==> src/rtl/alu_pkg.sv <==
`default_nettype none
// ---------------------------------------------------------------------------
// alu_pkg : opcode and FSM state encodings shared by the ALU arbiter slice
// Rev 1.0
// ---------------------------------------------------------------------------
package alu_pkg;

  localparam int DATA_W = 32;

  localparam logic [2:0] ALU_ADD  = 3'b000;
  localparam logic [2:0] ALU_SUB  = 3'b001;
  localparam logic [2:0] ALU_SLT  = 3'b010;
  localparam logic [2:0] ALU_SLTU = 3'b011;
  localparam logic [2:0] ALU_AND  = 3'b100;
  localparam logic [2:0] ALU_OR   = 3'b101;
  localparam logic [2:0] ALU_XOR  = 3'b110;
  localparam logic [2:0] ALU_NOR  = 3'b111;

  typedef enum logic [0:0] {
    ST_IDLE = 1'b0,
    ST_HOLD = 1'b1
  } state_t;

endpackage
`default_nettype wire

==> src/rtl/alu_core.sv <==
`default_nettype none
// ---------------------------------------------------------------------------
// alu_core : combinational 32-bit ALU (add/sub/slt/sltu/and/or/xor/nor)
// Rev 1.0
// ---------------------------------------------------------------------------
module alu_core
  import alu_pkg::*;
#(
  parameter int WIDTH = DATA_W
) (
  input  logic [WIDTH-1:0] rs,
  input  logic [WIDTH-1:0] rt,
  input  logic [2:0]       op,
  output logic [WIDTH-1:0] rd,
  output logic             overflow
);

  logic [WIDTH-1:0] w_sum;
  logic [WIDTH-1:0] w_diff;
  logic             w_slt;
  logic             w_sltu;

  assign w_sum  = rs + rt;
  assign w_diff = rs - rt;
  assign w_slt  = $signed(rs) < $signed(rt);
  assign w_sltu = rs < rt;

  always_comb begin
    rd       = '0;
    overflow = 1'b0;
    case (op)
      ALU_ADD: begin
        rd       = w_sum;
        // Same-sign operands producing an opposite-sign result.
        overflow = (rs[WIDTH-1] == rt[WIDTH-1]) && (w_sum[WIDTH-1] != rs[WIDTH-1]);
      end
      ALU_SUB: begin
        rd       = w_diff;
        overflow = (rs[WIDTH-1] != rt[WIDTH-1]) && (w_diff[WIDTH-1] != rs[WIDTH-1]);
      end
      ALU_SLT:  rd = {{(WIDTH-1){1'b0}}, w_slt};
      ALU_SLTU: rd = {{(WIDTH-1){1'b0}}, w_sltu};
      ALU_AND:  rd = rs & rt;
      ALU_OR:   rd = rs | rt;
      ALU_XOR:  rd = rs ^ rt;
      ALU_NOR:  rd = ~(rs | rt);
      default: begin
        rd       = '0;
        overflow = 1'b0;
      end
    endcase
  end

endmodule
`default_nettype wire

==> src/rtl/alu_share_arb.sv <==
`default_nettype none
// ---------------------------------------------------------------------------
// alu_share_arb : round-robin sharing of one ALU between two requesters with
//                 a one-entry registered response buffer.  Rev 1.0
// ---------------------------------------------------------------------------
module alu_share_arb
  import alu_pkg::*;
#(
  parameter int WIDTH = DATA_W
) (
  input  logic             clk,
  input  logic             rst_n,
  input  logic             req0_valid,
  output logic             req0_ready,
  input  logic [2:0]       req0_op,
  input  logic [WIDTH-1:0] req0_rs,
  input  logic [WIDTH-1:0] req0_rt,
  input  logic             req1_valid,
  output logic             req1_ready,
  input  logic [2:0]       req1_op,
  input  logic [WIDTH-1:0] req1_rs,
  input  logic [WIDTH-1:0] req1_rt,
  output logic             rsp0_valid,
  input  logic             rsp0_ready,
  output logic [WIDTH-1:0] rsp0_rd,
  output logic             rsp0_overflow,
  output logic             rsp1_valid,
  input  logic             rsp1_ready,
  output logic [WIDTH-1:0] rsp1_rd,
  output logic             rsp1_overflow
);

  state_t           r_state;
  logic             r_owner;
  logic             r_rr;
  logic [WIDTH-1:0] r_rd;
  logic             r_ov;
  logic [1:0]       r_rsp_valid;

  logic             w_owner_ready;
  logic             w_grant_ok;
  logic             w_grant0;
  logic             w_grant1;
  logic [2:0]       w_sel_op;
  logic [WIDTH-1:0] w_sel_rs;
  logic [WIDTH-1:0] w_sel_rt;
  logic [WIDTH-1:0] w_alu_rd;
  logic             w_alu_ov;

  // A held result that is being consumed this cycle frees the buffer,
  // allowing a new issue with no bubble.
  assign w_owner_ready = r_owner ? rsp1_ready : rsp0_ready;
  assign w_grant_ok    = (r_state == ST_IDLE) || w_owner_ready;

  assign w_grant0 = w_grant_ok && req0_valid && (!req1_valid || !r_rr);
  assign w_grant1 = w_grant_ok && req1_valid && (!req0_valid ||  r_rr);

  assign req0_ready = w_grant0;
  assign req1_ready = w_grant1;

  assign w_sel_op = w_grant1 ? req1_op : req0_op;
  assign w_sel_rs = w_grant1 ? req1_rs : req0_rs;
  assign w_sel_rt = w_grant1 ? req1_rt : req0_rt;

  alu_core #(
    .WIDTH (WIDTH)
  ) u_alu_core (
    .rs       (w_sel_rs),
    .rt       (w_sel_rt),
    .op       (w_sel_op),
    .rd       (w_alu_rd),
    .overflow (w_alu_ov)
  );

  always_ff @(posedge clk) begin
    if (!rst_n) begin
      r_state     <= ST_IDLE;
      r_owner     <= 1'b0;
      r_rr        <= 1'b0;
      r_rd        <= '0;
      r_ov        <= 1'b0;
      r_rsp_valid <= 2'b00;
    end else if (w_grant0 || w_grant1) begin
      r_state     <= ST_HOLD;
      r_owner     <= w_grant1;
      r_rr        <= !w_grant1;
      r_rd        <= w_alu_rd;
      r_ov        <= w_alu_ov;
      r_rsp_valid <= {w_grant1, w_grant0};
    end else if ((r_state == ST_HOLD) && w_owner_ready) begin
      r_state     <= ST_IDLE;
      r_rsp_valid <= 2'b00;
    end
  end

  assign rsp0_valid    = r_rsp_valid[0];
  assign rsp1_valid    = r_rsp_valid[1];
  assign rsp0_rd       = r_rd;
  assign rsp1_rd       = r_rd;
  assign rsp0_overflow = r_ov;
  assign rsp1_overflow = r_ov;

endmodule
`default_nettype wire
==> config.mk <==
export PLATFORM = sky130hd
export DESIGN_NAME = alu_share_arb
export DESIGN_NICKNAME = d
export VERILOG_FILES = /design/src/rtl/alu_pkg.sv /design/src/rtl/alu_core.sv /design/src/rtl/alu_share_arb.sv
export SDC_FILE = /design/constraint.sdc
export NUM_CORES = 1
export LEC_CHECK = 0
export CORE_ASPECT_RATIO = 1.1
export CORE_MARGIN = 2
export CORE_UTILIZATION = 46
export CTS_CLUSTER_DIAMETER = 200
export DETAILED_ROUTE_END_ITERATION = 7
export GPL_TIMING_DRIVEN = 0
export PLACE_DENSITY = 0.73
export SKIP_LAST_GASP = 1
export SLEW_MARGIN = 20
export SYNTH_ARGS = -nofsm -noshare
export SYNTH_HDL_FRONTEND = slang
export SYNTH_SLANG_ARGS = --single-unit
==> constraint.sdc <==
create_clock -name clk -period 6.9 [get_ports clk]
set_input_delay 0.69 -clock clk [delete_from_list [all_inputs] [get_ports clk]]
set_output_delay 0.69 -clock clk [all_outputs]
set_load 0.03 [all_outputs]
[Word level (Yosys, flattened, before mapping)]
Index checks and enable logic that the tools add are counted.
Operators by class
  equal/unequal tests: 11
  $add $sub $neg: 2
  bitwise logic cells: 5
  muxes and demuxes: 10
  reduce and logical (&&, ||, !) cells: 17
  magnitude comparators: 2
Operator list (count)
  $pmux 32 s8: 1
  $lt 32x32->1: 2
  $mux 32: 2
  $add 32x32->32: 1
  $and 32x32->32: 1
  $not 32->32: 1
  $or 32x32->32: 1
  $sub 32x32->32: 1
  $xor 32x32->32: 1
  $eq 3x3->1 const B: 4
  $logic_and 1x1->1: 7
  $eq 3x2->1 const B: 2
  $logic_not 1->1: 4
  $logic_or 1x1->1: 4
  $mux 2: 2
  $eq 3x1->1 const B: 1
  $logic_not 3->1: 1
  $mux 1: 3
  $mux 3: 1
  $ne 1x1->1: 3
  $pmux 1 s2: 1
  $reduce_bool 2->1: 1
  $eq 1x1->1: 1
  $not 1->1: 1
Storage, ports and cells
  input bits: 140
  register bits: 38

[Logic depth before layout (Yosys ltp)]
  depth after elaboration: 9
  depth in mapped cells: 21
  mapped depth without buffers: 18

[Cells and area by module]
Synthesis repeated with hierarchy kept, for this count alone.
Second synthesis, totals
  cell total of the unflattened synthesis: 1149
  area total of the unflattened synthesis: 8192.9 um^2
Modules (own cells, without submodules)
  alu_core: cells an instance 870, area each 5590.4 um^2, times used 1
  alu_share_arb: cells an instance 279, area each 2602.5 um^2, times used 1

[Worst setup path after synthesis]
No wires, ideal clock.
  kind: input-to-reg
  start: in rsp0_ready
  end: reg r_rd[30] (netlist: rsp0_rd[30])
  setup slack: 1.509 ns
  stages on the path: 20
  data arrival time: 5.277 ns
  path buffers: 5
  cells stage by stage: mux2_4 -> o211ai_2 -> buf_2 -> buf_2 -> buf_1 -> buf_1 -> mux2i_1 -> ha_1 -> clkbuf_1 -> nand2b_1 -> a21oi_1 -> or3b_2 -> o21ai_1 -> and2_1 -> a41o_1 -> a41oi_1 -> o41ai_2 -> a31oi_1 -> mux2i_1 -> a21o_1
Between the ends
  longest elaborated chain between the ends: 8
RTL lines
  start, declared: line alu_share_arb.sv:24  | input logic rsp0_ready,
  $mux 1 *: line alu_share_arb.sv:52  | assign w_owner_ready = r_owner ? rsp1_ready : rsp0_ready;
  $logic_or 1x1->1 *: line alu_share_arb.sv:53  | assign w_grant_ok = (r_state == ST_IDLE) || w_owner_ready;
  parallel branches: the longest is 6 deep, another holds $sub 32x32->32
  end signal, assigned: line alu_share_arb.sv:87  | r_rd <= w_alu_rd;
  end, declared: line alu_share_arb.sv:36  | logic [WIDTH-1:0] r_rd;
Mark *: on every way between the ends.
A chain may end at the register's enable or synchronous reset.

[Worst setup path in the final report]
  start: in rsp0_ready
  end: reg r_rd[0] (netlist: rsp0_rd[0])
The elaborated chain is that of the path after synthesis.

==> flow_metrics.env <==
export IMPL_post_cts_setup_buffer_count=0
export IMPL_clk_insertion_delay_late_ps=300
export IMPL_detailroute_via_count=10300
export IMPL_leakagePower_nw=4.60
export IMPL_criticalPathCategory="input port to flip-flop"
export IMPL_worst_r2r_path_depth=20
export IMPL_fp_dieW_um=131
export IMPL_detail_route_wl_per_cell_um=22.9
export IMPL_synth_async_reset_ratio_pct=0
export IMPL_first_global_vias=9438
export IMPL_cp_slowest_cell="sky130_fd_sc_hd__o31ai_1"
export IMPL_post_synth_num_cell_types=88
export IMPL_area_delta_synth_final_pct=31.4
export IMPL_synth_fp_nets=1420
export IMPL_slowest_delay_ps=860
export IMPL_postLayoutSetupSlackWorst_ps=71.1
export IMPL_worst_hold_startpoint="rsp0_rd[6]"
export IMPL_postRouteWirelength_um=37700
export IMPL_most_common_layout_cells="209 x sky130_fd_sc_hd__clkdlybuf4s50_1, 182 x sky130_fd_sc_hd__nand2_1, 92 x sky130_fd_sc_hd__a21oi_1, 87 x sky130_fd_sc_hd__nor2_1, 86 x sky130_fd_sc_hd__inv_1"
export IMPL_floorplan_die_area_um2=18800
export IMPL_cts_repair_resize_count=5
export IMPL_postLayoutCellArea_um2=10700
export IMPL_design_core_area_um2=17500
export IMPL_max_slew_worst_pin_slew_ps=1070
export IMPL_fin_util_pct=61.2
export IMPL_grt_setup_unrepaired="false"
export IMPL_detail_route_drc_violations=0
export IMPL_max_transition_margin_pct=27.1
export IMPL_holdPathEnd="rsp0_rd[6]"
export IMPL_boundaryPins=210
export IMPL_rows=51
export IMPL_max_frequency_mhz=146
export IMPL_finalSetupViolCount=0
export IMPL_cts_htree_levels=2
export IMPL_layout_drive_gt1_share_pct=5.95
export IMPL_most_used_flip_flop_cell_after_synthesis="sky130_fd_sc_hd__dfxtp_1"
export IMPL_synth_area_leader_cell="sky130_fd_sc_hd__ha_1"
export IMPL_share_of_the_yosys_chip_area_belonging_to_registers_pct=9.32
export IMPL_start_kind="input port"
export IMPL_detail_route_first_pass_iterations=5
export IMPL_r2r_slack_ps=450
export IMPL_cts_hold_buffers=0
export IMPL_globalplace_congestion=1.06
export IMPL_hold_path_cell_count=2
export IMPL_initial_core_util_pct=46.5
export IMPL_gr_total_overflow=0
export IMPL_power_density_cell_area_nw_per_um2=195
export IMPL_cts_buffer_depth=2
export IMPL_synth_yosys_warnings=0
export IMPL_reg2reg_to="rsp0_rd[0]"
export IMPL_synth_enable_flop_cells=0
export IMPL_grt_max_degree=20
export IMPL_final_period_minus_worst_setup_slack_ps=6830
export IMPL_crit_path_max_fanout=10
export IMPL_synth_ff_latch_count=38
export IMPL_tritoncts_clock_tree="done"
export IMPL_rr_startpoint="r_owner"
export IMPL_peakVddDrop_v=0.000140
export IMPL_preCtsSetupSlack_ps=-900
export IMPL_drtIter0Drc=1337
export IMPL_io_buffer_count=209
export IMPL_postSynthAreaPerCell_um2=6.83
export IMPL_fin_nets=1635
export IMPL_dp_hpwl_um=29600
export IMPL_die_height_um=144
export IMPL_hold_viol_final=0
export IMPL_path_common_cell="sky130_fd_sc_hd__nand2_1"
export IMPL_cp_required_ps=7080
export IMPL_post_synthesis_cell_count=1196
export IMPL_fin_worst_skew_ps=11.0
export IMPL_tritoncts_num_buffers=5
export IMPL_postPlaceCellArea_um2=10600
export IMPL_antenna_cells=0
export IMPL_post_synth_top_area_fraction_pct=12.9
export IMPL_finalHoldWorstSlack_ps=466
export IMPL_drv_slew=0
export IMPL_syn_cell_area_um2=8170
export IMPL_first_pass_grt_wire_length_um=55500
export IMPL_timing_critical_path_cells="clkdlybuf4s50_1 -> mux2_4 -> o211ai_2 -> clkinv_1 -> clkbuf_1 -> buf_1 -> nand2_1 -> nand2_1 -> ha_1 -> clkbuf_1 -> inv_1 -> nor2_1 -> a21boi_0 -> a32oi_1 -> and4b_1 -> o31ai_1 -> a31o_2 -> a21o_1 -> nand2_1 -> a31oi_1 -> nor3_1"
export IMPL_cts_clk_slew_worst_paths_ps=60
export IMPL_finalSetupTns_ps=0
export IMPL_status="completed"
export IMPL_hold_path_class="flip-flop to flip-flop"
export IMPL_detail_route_antenna_nets=0
export IMPL_number_of_antenna_violations_at_the_first_check_in_global_routing=1
export IMPL_layout_commonest_cell="sky130_fd_sc_hd__clkdlybuf4s50_1"
export IMPL_critPathCaptureType="flip-flop"
export IMPL_drv_cap=0
export IMPL_track_usage_pct=39.1
export IMPL_cts_root_buf="sky130_fd_sc_hd__clkbuf_16"
export IMPL_post_drt_via_cell_ratio=6.25
export IMPL_netlist_top_cells_area="sky130_fd_sc_hd__ha_1 13%, sky130_fd_sc_hd__dfxtp_1 9.3%, sky130_fd_sc_hd__nand2_1 8.4%"
export IMPL_cp_arrival_ps=7010
export IMPL_cts_sink_count=38
export IMPL_post_route_period_util_pct=99.0
-- per-layer routing --
layer | global-route usage (%) | up-vias | share of wire [%]
met5 | 0 | - | 0.032
met4 | 17.3 | 2 | 5.0
met3 | 6.07 | 128 | 11
met2 | 63.6 | 671 | 45
met1 | 50.6 | 4808 | 39
li1 | - | 4709 | -
-- per-stage QoR --
step	cells	power [mW]
global route	1650	2.19
floorplan	1196	1.24
detailed placement	1643	1.76
CTS	1650	2.04
finish	1650	2.09
global placement	1643	1.75
-- state kept, by name, summed over array words and instances (netlist names) --
name / count
rsp0_overflow: 1
r_state: 1
r_rr: 1
r_owner: 1
rsp0_rd: 32
r_rsp_valid: 2
-- power breakdown --
part | internal (mW) | switching [mW]
registers | 0.251 | 0.0300
clock network | 0.172 | 0.116
logic | 0.587 | 0.936
total | 1.01 | 1.08
-- layout make-up --
class	count	area [um^2]
clock inverter	1	30.0
inverter	87	327
fill	1716	6820
buffer	104	546
sequential	38	761
clock buffer	7	133
tap	238	298
multi-input combinational	966	6550
timing repair buffer	209	2090
-- synthesized netlist by cell type, drive strengths merged (8+ instances only) --
master	instances
or3	8
xnor2	53
nor3	18
a21oi	94
a21o	17
buf	54
a211oi	20
ha	84
nand2b	15
mux2i	47
o31ai	10
a2111oi	9
o21ai	82
o211ai	24
a31oi	19
o21bai	8
o22ai	12
o221ai	10
nand3	18
dfxtp	38
a22oi	11
nor2	87
clkbuf	51
nand2	182
inv	86
nor2b	13
-- critical path, delay by kind of cell --
kind,cells,cell delay [ps]
multiplexers,1,330
adder cells (fa/ha/maj),1,280
AND/OR/NAND/NOR,6,950
AO/OA/AOI/OAI,7,2270
buffers and inverters,6,2440
-- worst max-delay path by stage --
| stage | startpoint | end | slack [ps] |
|---|---|---|---|
| 6_report | rsp0_ready | rsp0_rd[0] | 70 |
| 4_1_cts | rsp0_ready | rsp0_rd[28] | 80 |
| 3_5_place_dp | rsp0_ready | rsp0_rd[25] | -900 |
| 2_1_floorplan | rsp0_ready | rsp0_rd[30] | 1510 |
| 3_3_place_gp | rsp0_ready | rsp0_rd[28] | -890 |
| 5_1_grt | rsp0_ready | rsp0_rd[0] | 0.8 |
-- cells by family after synthesis --
| logic type | count (synthesis) | synth area share (%) |
|---|---|---|
| multiplexers | 52 | 6.65 |
| buffers and inverters | 192 | 10.5 |
| AND/OR/NAND/NOR | 381 | 20.8 |
| flip-flops | 38 | 9.32 |
| adder cells (fa/ha/maj) | 84 | 12.9 |
| XOR/XNOR | 57 | 6.11 |
| AO/OA/AOI/OAI | 392 | 33.7 |
No activity file was read; power rests on OpenSTA's default activity.
